## config.mk

```make
export PLATFORM = sky130hd
export DESIGN_NAME = mem_access
export DESIGN_NICKNAME = d
export VERILOG_FILES = /design/src/rtl/mem_access.sv
export SDC_FILE = /design/constraint.sdc
export NUM_CORES = 1
export LEC_CHECK = 0
export BUFFER_PORTS_ARGS = -buffer_cell sky130_fd_sc_hd__clkbuf_2
export CAP_MARGIN = 40
export CORE_MARGIN = 2
export CORE_UTILIZATION = 50
export DETAILED_ROUTE_END_ITERATION = 12
export PLACE_DENSITY_LB_ADDON = 0.1
export SYNTH_ARGS = -nofsm -noshare
export SYNTH_HDL_FRONTEND = slang
export SYNTH_SLANG_ARGS = --single-unit
```

## constraint.sdc

```tcl
create_clock -name clk -period 4 [get_ports clk]
set_input_delay 0.8 -clock clk [delete_from_list [all_inputs] [get_ports clk]]
set_output_delay 0.8 -clock clk [all_outputs]
set_load 0.1 [all_outputs]
```

## src/rtl/mem_access.sv

```systemverilog
// mem_access: MIPS byte/half/word load-store stage between EX/MEM and MEM/WB.
// Drives a req/ack data bus and stalls upstream while a transfer is pending.
module mem_access #(
  parameter int DATA_W = 32,
  parameter int ADDR_W = 5
) (
  input  logic              clk,
  input  logic              rst,
  input  logic              valid_i,
  input  logic [3:0]        mem_op_i,
  input  logic [DATA_W-1:0] write_data_i,
  input  logic [DATA_W-1:0] store_data_i,
  input  logic [ADDR_W-1:0] write_addr_i,
  input  logic              write_en_i,
  input  logic              flush_i,
  output logic [DATA_W-1:0] write_data_o,
  output logic [ADDR_W-1:0] write_addr_o,
  output logic              write_en_o,
  output logic              valid_o,
  output logic              stall_req_o,
  output logic              addr_err_o,
  output logic              dbus_req_o,
  output logic              dbus_wr_o,
  output logic [DATA_W-1:0] dbus_addr_o,
  output logic [3:0]        dbus_be_o,
  output logic [DATA_W-1:0] dbus_wdata_o,
  input  logic              dbus_ack_i,
  input  logic [DATA_W-1:0] dbus_rdata_i
);

  typedef enum logic [1:0] {IDLE, BUSY, DRAIN} state_t;
  state_t state, state_nx;

  logic              is_load, is_store, is_signed;
  logic              is_mem, aligned, accept;
  logic [1:0]        size;
  logic [1:0]        off;
  logic [3:0]        be;
  logic [DATA_W-1:0] wdata;

  logic [1:0]        size_q, off_q;
  logic              signed_q, en_q;
  logic [ADDR_W-1:0] addr_q;
  logic [DATA_W-1:0] lane, load_data;

  assign off    = write_data_i[1:0];
  assign is_mem = is_load | is_store;
  assign accept = (state == IDLE) & valid_i & ~flush_i;
  assign dbus_req_o = (state != IDLE);

  // size: 0 byte, 1 half, 2 word
  always_comb begin
    is_load   = 1'b0;
    is_store  = 1'b0;
    is_signed = 1'b0;
    size      = 2'd0;
    case (mem_op_i)
      4'd1: begin is_load = 1'b1; is_signed = 1'b1; end
      4'd2: is_load = 1'b1;
      4'd3: begin is_load = 1'b1; is_signed = 1'b1; size = 2'd1; end
      4'd4: begin is_load = 1'b1; size = 2'd1; end
      4'd5: begin is_load = 1'b1; size = 2'd2; end
      4'd6: is_store = 1'b1;
      4'd7: begin is_store = 1'b1; size = 2'd1; end
      4'd8: begin is_store = 1'b1; size = 2'd2; end
      default: ;
    endcase
  end

  always_comb begin
    aligned = 1'b1;
    be      = 4'b1111;
    wdata   = store_data_i;
    case (size)
      2'd0: begin
        be    = 4'b0001 << off;
        wdata = {4{store_data_i[7:0]}};
      end
      2'd1: begin
        aligned = ~off[0];
        be      = off[1] ? 4'b1100 : 4'b0011;
        wdata   = {2{store_data_i[15:0]}};
      end
      default: aligned = (off == 2'b00);
    endcase
  end

  always_comb begin
    state_nx    = state;
    stall_req_o = 1'b0;
    unique case (state)
      IDLE: begin
        if (accept && is_mem && aligned) begin
          state_nx    = BUSY;
          stall_req_o = 1'b1;
        end
      end
      BUSY: begin
        if (dbus_ack_i) begin
          state_nx = IDLE;
        end else begin
          stall_req_o = 1'b1;
          if (flush_i) state_nx = DRAIN;
        end
      end
      DRAIN: begin
        if (dbus_ack_i) state_nx = IDLE;
        else stall_req_o = 1'b1;
      end
      default: state_nx = IDLE;
    endcase
  end

  always_ff @(posedge clk) begin
    if (!rst) state <= IDLE;
    else state <= state_nx;
  end

  // Halfword offsets are even, so the same shift selects either lane kind.
  always_comb begin
    lane = dbus_rdata_i >> {off_q, 3'b000};
    unique case (size_q)
      2'd0: load_data = {{(DATA_W-8){signed_q & lane[7]}}, lane[7:0]};
      2'd1: load_data = {{(DATA_W-16){signed_q & lane[15]}}, lane[15:0]};
      default: load_data = dbus_rdata_i;
    endcase
  end

  always_ff @(posedge clk) begin
    if (!rst) begin
      write_data_o <= '0;
      write_addr_o <= '0;
      write_en_o   <= 1'b0;
      valid_o      <= 1'b0;
      addr_err_o   <= 1'b0;
      dbus_wr_o    <= 1'b0;
      dbus_addr_o  <= '0;
      dbus_be_o    <= '0;
      dbus_wdata_o <= '0;
      size_q       <= '0;
      off_q        <= '0;
      signed_q     <= 1'b0;
      en_q         <= 1'b0;
      addr_q       <= '0;
    end else begin
      valid_o    <= 1'b0;
      addr_err_o <= 1'b0;
      if (accept) begin
        if (is_mem && aligned) begin
          dbus_wr_o    <= is_store;
          dbus_addr_o  <= {write_data_i[DATA_W-1:2], 2'b00};
          dbus_be_o    <= be;
          dbus_wdata_o <= wdata;
          size_q       <= size;
          off_q        <= off;
          signed_q     <= is_signed;
          en_q         <= write_en_i & is_load;
          addr_q       <= write_addr_i;
        end else begin
          valid_o      <= 1'b1;
          addr_err_o   <= is_mem;
          write_data_o <= write_data_i;
          write_addr_o <= write_addr_i;
          write_en_o   <= write_en_i & ~is_mem;
        end
      end
      if (state == BUSY && dbus_ack_i && !flush_i) begin
        valid_o      <= 1'b1;
        write_data_o <= load_data;
        write_addr_o <= addr_q;
        write_en_o   <= en_q;
      end
    end
  end

endmodule

```

# [Word level (Yosys, flattened, before mapping)]
# Cells that the tools add are included.
# W data, S select, Z words.
[op_classes] eq_ne=16 shift=2 mux=29 bitwise_logic=12 reduce_logical=22
[op_table] op="$pmux W32 S2" n=2
[op_table] op="$mux W32" n=3
[op_table] op="$shr A32 B5 Y16" n=1
[op_table] op="$eq A4 B3 Y1 const B" n=4
[op_table] op="$mux W5" n=3
[op_table] op="$mux W1" n=11
[op_table] op="$reduce_or A3 Y1" n=3
[op_table] op="$eq A4 B2 Y1 const B" n=2
[op_table] op="$logic_not A2 Y1" n=4
[op_table] op="$mux W2" n=4
[op_table] op="$pmux W4 S2" n=1
[op_table] op="$and A1 B1 Y1" n=6
[op_table] op="$eq A2 B1 Y1 const B" n=3
[op_table] op="$pmux W2 S3" n=1
[op_table] op="$reduce_or A2 Y1" n=3
[op_table] op="$logic_and A1 B1 Y1" n=5
[op_table] op="$not A1 Y1" n=5
[op_table] op="$reduce_or A5 Y1" n=1
[op_table] op="$eq A4 B1 Y1 const B" n=1
[op_table] op="$eq A4 B4 Y1 const B" n=1
[op_table] op="$mux W4" n=1
[op_table] op="$ne A2 B1 Y1 const B" n=2
[op_table] op="$pmux W1 S2" n=2
[op_table] op="$pmux W2 S2" n=1
[op_table] op="other kinds (9)" n=11
[totals] regBits=120 input_bits=111 output_inout_bits=111 word_cells=96

# [Logic depth before layout (Yosys ltp)]
[logic_depth] word_depth=9 mapped_depth=9 ltp_nobuf=7

# [Worst setup path before layout]
# No wires, ideal clock.
[synth_path] kind="input to output" from="input port mem_op_i[0]" to="output port stall_req_o" t_arrival_ps=3662 required_time_ps=3200 setup_slack_ps=-462 stages=6 path_buffers=2 cell_sequence="clkbuf_1 or4b_4 a211oi_2 o31ai_1 buf_2 a21oi_1"
[synth_between] elab_chain_len=8 word_cells_on_any_way=23 cone_classes="9 x eq/ne; 6 x mux; 1 x bitwise; 7 x reduce/logical"
[synth_lines] element="from (decl)" line_no="10" source="input logic [3:0] mem_op_i,"
[synth_lines] element="$eq A4 B3 Y1 (tied with other cells)" line_no="57" source="case (mem_op_i)"
[synth_lines] element="$reduce_or A3 Y1 (no line) (tied with other cells)"
[synth_lines] element="$pmux W2 S2 / $mux W1 (equally long branches)" line_no="57"
[synth_lines] element="$eq A2 B1 Y1 (tied with other cells)" line_no="74" source="case (size)"
[synth_lines] element="$pmux W1 S2 / $logic_and A1 B1 Y1 (equally long branches)" line_no="74, 93"
[synth_lines] element="$logic_and A1 B1 Y1 (*)" line_no="93" source="if (accept && is_mem && aligned) begin"
[synth_lines] element="$mux W1 (*)" line_no="93"
[synth_lines] element="$pmux W1 S2 (*)" line_no="91" source="unique case (state)"
[synth_lines] element="to (decl)" line_no="20" source="output logic stall_req_o,"
# Every way passes the cells marked *; elsewhere a longest branch is shown, timed or not.

# [Worst setup path in the final report]
[layout_path] from="input port mem_op_i[2]" to="output port stall_req_o"
# The elaborated chain is that of the path after synthesis.

==> results.tsv <==
metric	value	unit
wl_per_cell	16.7	um
hpwl	12500	um
synth_cell_types	54	
drtAntennaViolNets	0	
rows	38	
async_flop_share	0	
max-vdd-ir-drop	470	uV
rsz0062_at_grt	no	
cts_setup_buffers	0	
insertion_delay	0.42	ns
netlist_instances	690	
min_path_type	reg2reg	
htree_levels	4	
synth_edf_count	0	
drc_errors	0	
die_w	110	um
dr_total_vias	5866	
reg2reg_depth	8	
required	3.20	ns
tightest_slew	0.743	ns
initialDrtViolationCount	461	
power.total	4.27	mW
die_y	110	um
worstPathArrival	2.62	ns
max_freq	0.292	GHz
slew_viol_final	0	
status	completed	
vias_per_cell	5.67	
p_per_area	581	nW/um^2
io_pins	222	
mostFrequentLayoutCells	clkbuf_2, nand2_1, dfxtp_1	
root_buffer	clkbuf_16	
firstDrtPassIters	5	
place_congestion	0.866	
crit_fanout	10	
grt_use_total	0.279	
first_global_vias	5389	
cts-buffers-inserted	17	
setup_violations	0	
dieArea	12200	um^2
period_minus_slack	3.42	ns
synth-seq-cells	120	
cp-start-kind	input port	
grt_antenna_before_repair	0	
drive_above_1_share	0.320	
syn_area_per_cell	8.20	um^2
drt-total-wl	17200	um
critPathKind	in2out	
grt_pass1_wl	26300	um
final_common_cell	clkbuf_2	
p_leak	3.22	nW
grt_max_degree	78	
ys_warn_count	0	
cap_violations	0	
clk_pin_slew	0.05	ns
nFillCells	970	
nets	998	
min_path_cells	2	
start_util	0.517	
hold_viol_final	0	
clock-sinks	120	
ys.flop_type	dfxtp_1	
crit_path_end_kind	primary output	
grt-ovfl-total	0	
setup_slack	0.577	ns
io_buffers	219	
core	10900	um^2
diodes	0	
clockBufferDepth	2	
synthToLayoutAreaGrowth	30.1	%
maxSlewHeadroom	0.503	
syn_area	5660	um^2
seq_area_frac_synth	0.425	
cts_tree	done	
setup-tns-final	0	ns
finalCritPeriodShare	0.856	
fin_skew	0.00998	ns
pre_cts_ws	0.576	ns
post_cts_resize_count	0	
cts_hold_buf	0	
## through the flow
step / area, um^2 / util / instances / hold slack [ns]
floorplan: 5670 / - / 691 / 0.429
global placement: 6760 / 0.619 / 1003 / 0.440
detailed placement: 6760 / 0.619 / 1003 / 0.444
CTS: 7360 / 0.673 / 1034 / 0.453
global route: 7360 / 0.673 / 1034 / 0.473
finish: 7360 / 0.673 / 1034 / 0.452
## flip-flops by register name, indices dropped and copies added, names as in the netlist, 2 cells and up
register	cells
size_q	2
addr_q	5
dbus_addr_o	30
off_q	2
dbus_be_o	4
state	2
write_data_o	32
write_addr_o	5
dbus_wdata_o	32
## logic make-up after synthesis
| family | count (synthesis) | share of synthesized area |
|---|---|---|
| AND/OR/NAND/NOR | 235 | 0.192 |
| AO/OA/AOI/OAI | 223 | 0.251 |
| flip-flops | 120 | 0.425 |
| buffers and inverters | 71 | 0.0590 |
| multiplexers | 34 | 0.0604 |
| adder cells (fa/ha/maj) | 5 | 0.0111 |
| other | 1 | 0.000663 |
| XOR/XNOR | 1 | 0.00155 |
## critical path, cell delays in order
cell,delay (ns)
clkbuf_2,0.15
or4b_4,0.57
a211oi_2,0.38
o31ai_4,0.13
a21oi_2,0.13
clkbuf_2,0.46
## cell usage after synthesis (5+ instances only)
| cell | instances | area, um^2 |
|---|---|---|
| nor2_1 | 20 | 75.1 |
| buf_4 | 6 | 45.0 |
| dfxtp_1 | 120 | 2400 |
| ha_1 | 5 | 62.6 |
| inv_1 | 9 | 33.8 |
| nand2b_1 | 7 | 43.8 |
| nand3b_1 | 10 | 75.1 |
| o22ai_1 | 6 | 37.5 |
| a2bb2oi_1 | 7 | 61.3 |
| a22oi_1 | 8 | 60.1 |
| nand3_1 | 37 | 185 |
| mux2i_1 | 33 | 330 |
| a21oi_1 | 68 | 340 |
| clkbuf_1 | 36 | 135 |
| a31oi_1 | 21 | 131 |
| buf_2 | 12 | 60.1 |
| nand2_1 | 141 | 529 |
| a211oi_1 | 8 | 60.1 |
| a22o_1 | 24 | 210 |
| o21ai_0 | 54 | 270 |
## final cells by class
cell class,count,area (um^2),area share
repair buffers,233,1200,0.163
flip-flops and latches,120,2400,0.326
multi-input cells,500,2950,0.401
clock buffers,19,443,0.0602
well taps,140,175,0.0238
clock inverters,12,151,0.0206
inverters,10,37.5,0.00510
## report_power, final
group / internal [mW] / total (mW) / switching (mW)
clock: 0.990 / 1.54 / 0.551
combinational: 0.273 / 1.37 / 1.10
sequential: 1.30 / 1.36 / 0.0607
## metal layers
layer	routed length (um)	global-route usage
met1	6940	0.326
met2	8350	0.477
met3	1520	0.0899
met4	416	0.105
met5	0	0
## path summary, 6_finish.rpt
| kind | end | slack, ns | start |
|---|---|---|---|
| min reg2reg | dbus_addr_o[7] | 0.45 | dbus_addr_o[7] |
| max reg2reg | write_data_o[18] | 1.48 | state[1] |
| min | dbus_addr_o[7] | 0.45 | dbus_addr_o[7] |
| max | stall_req_o | 0.58 | mem_op_i[2] |
(Power assumes the default switching activity.)
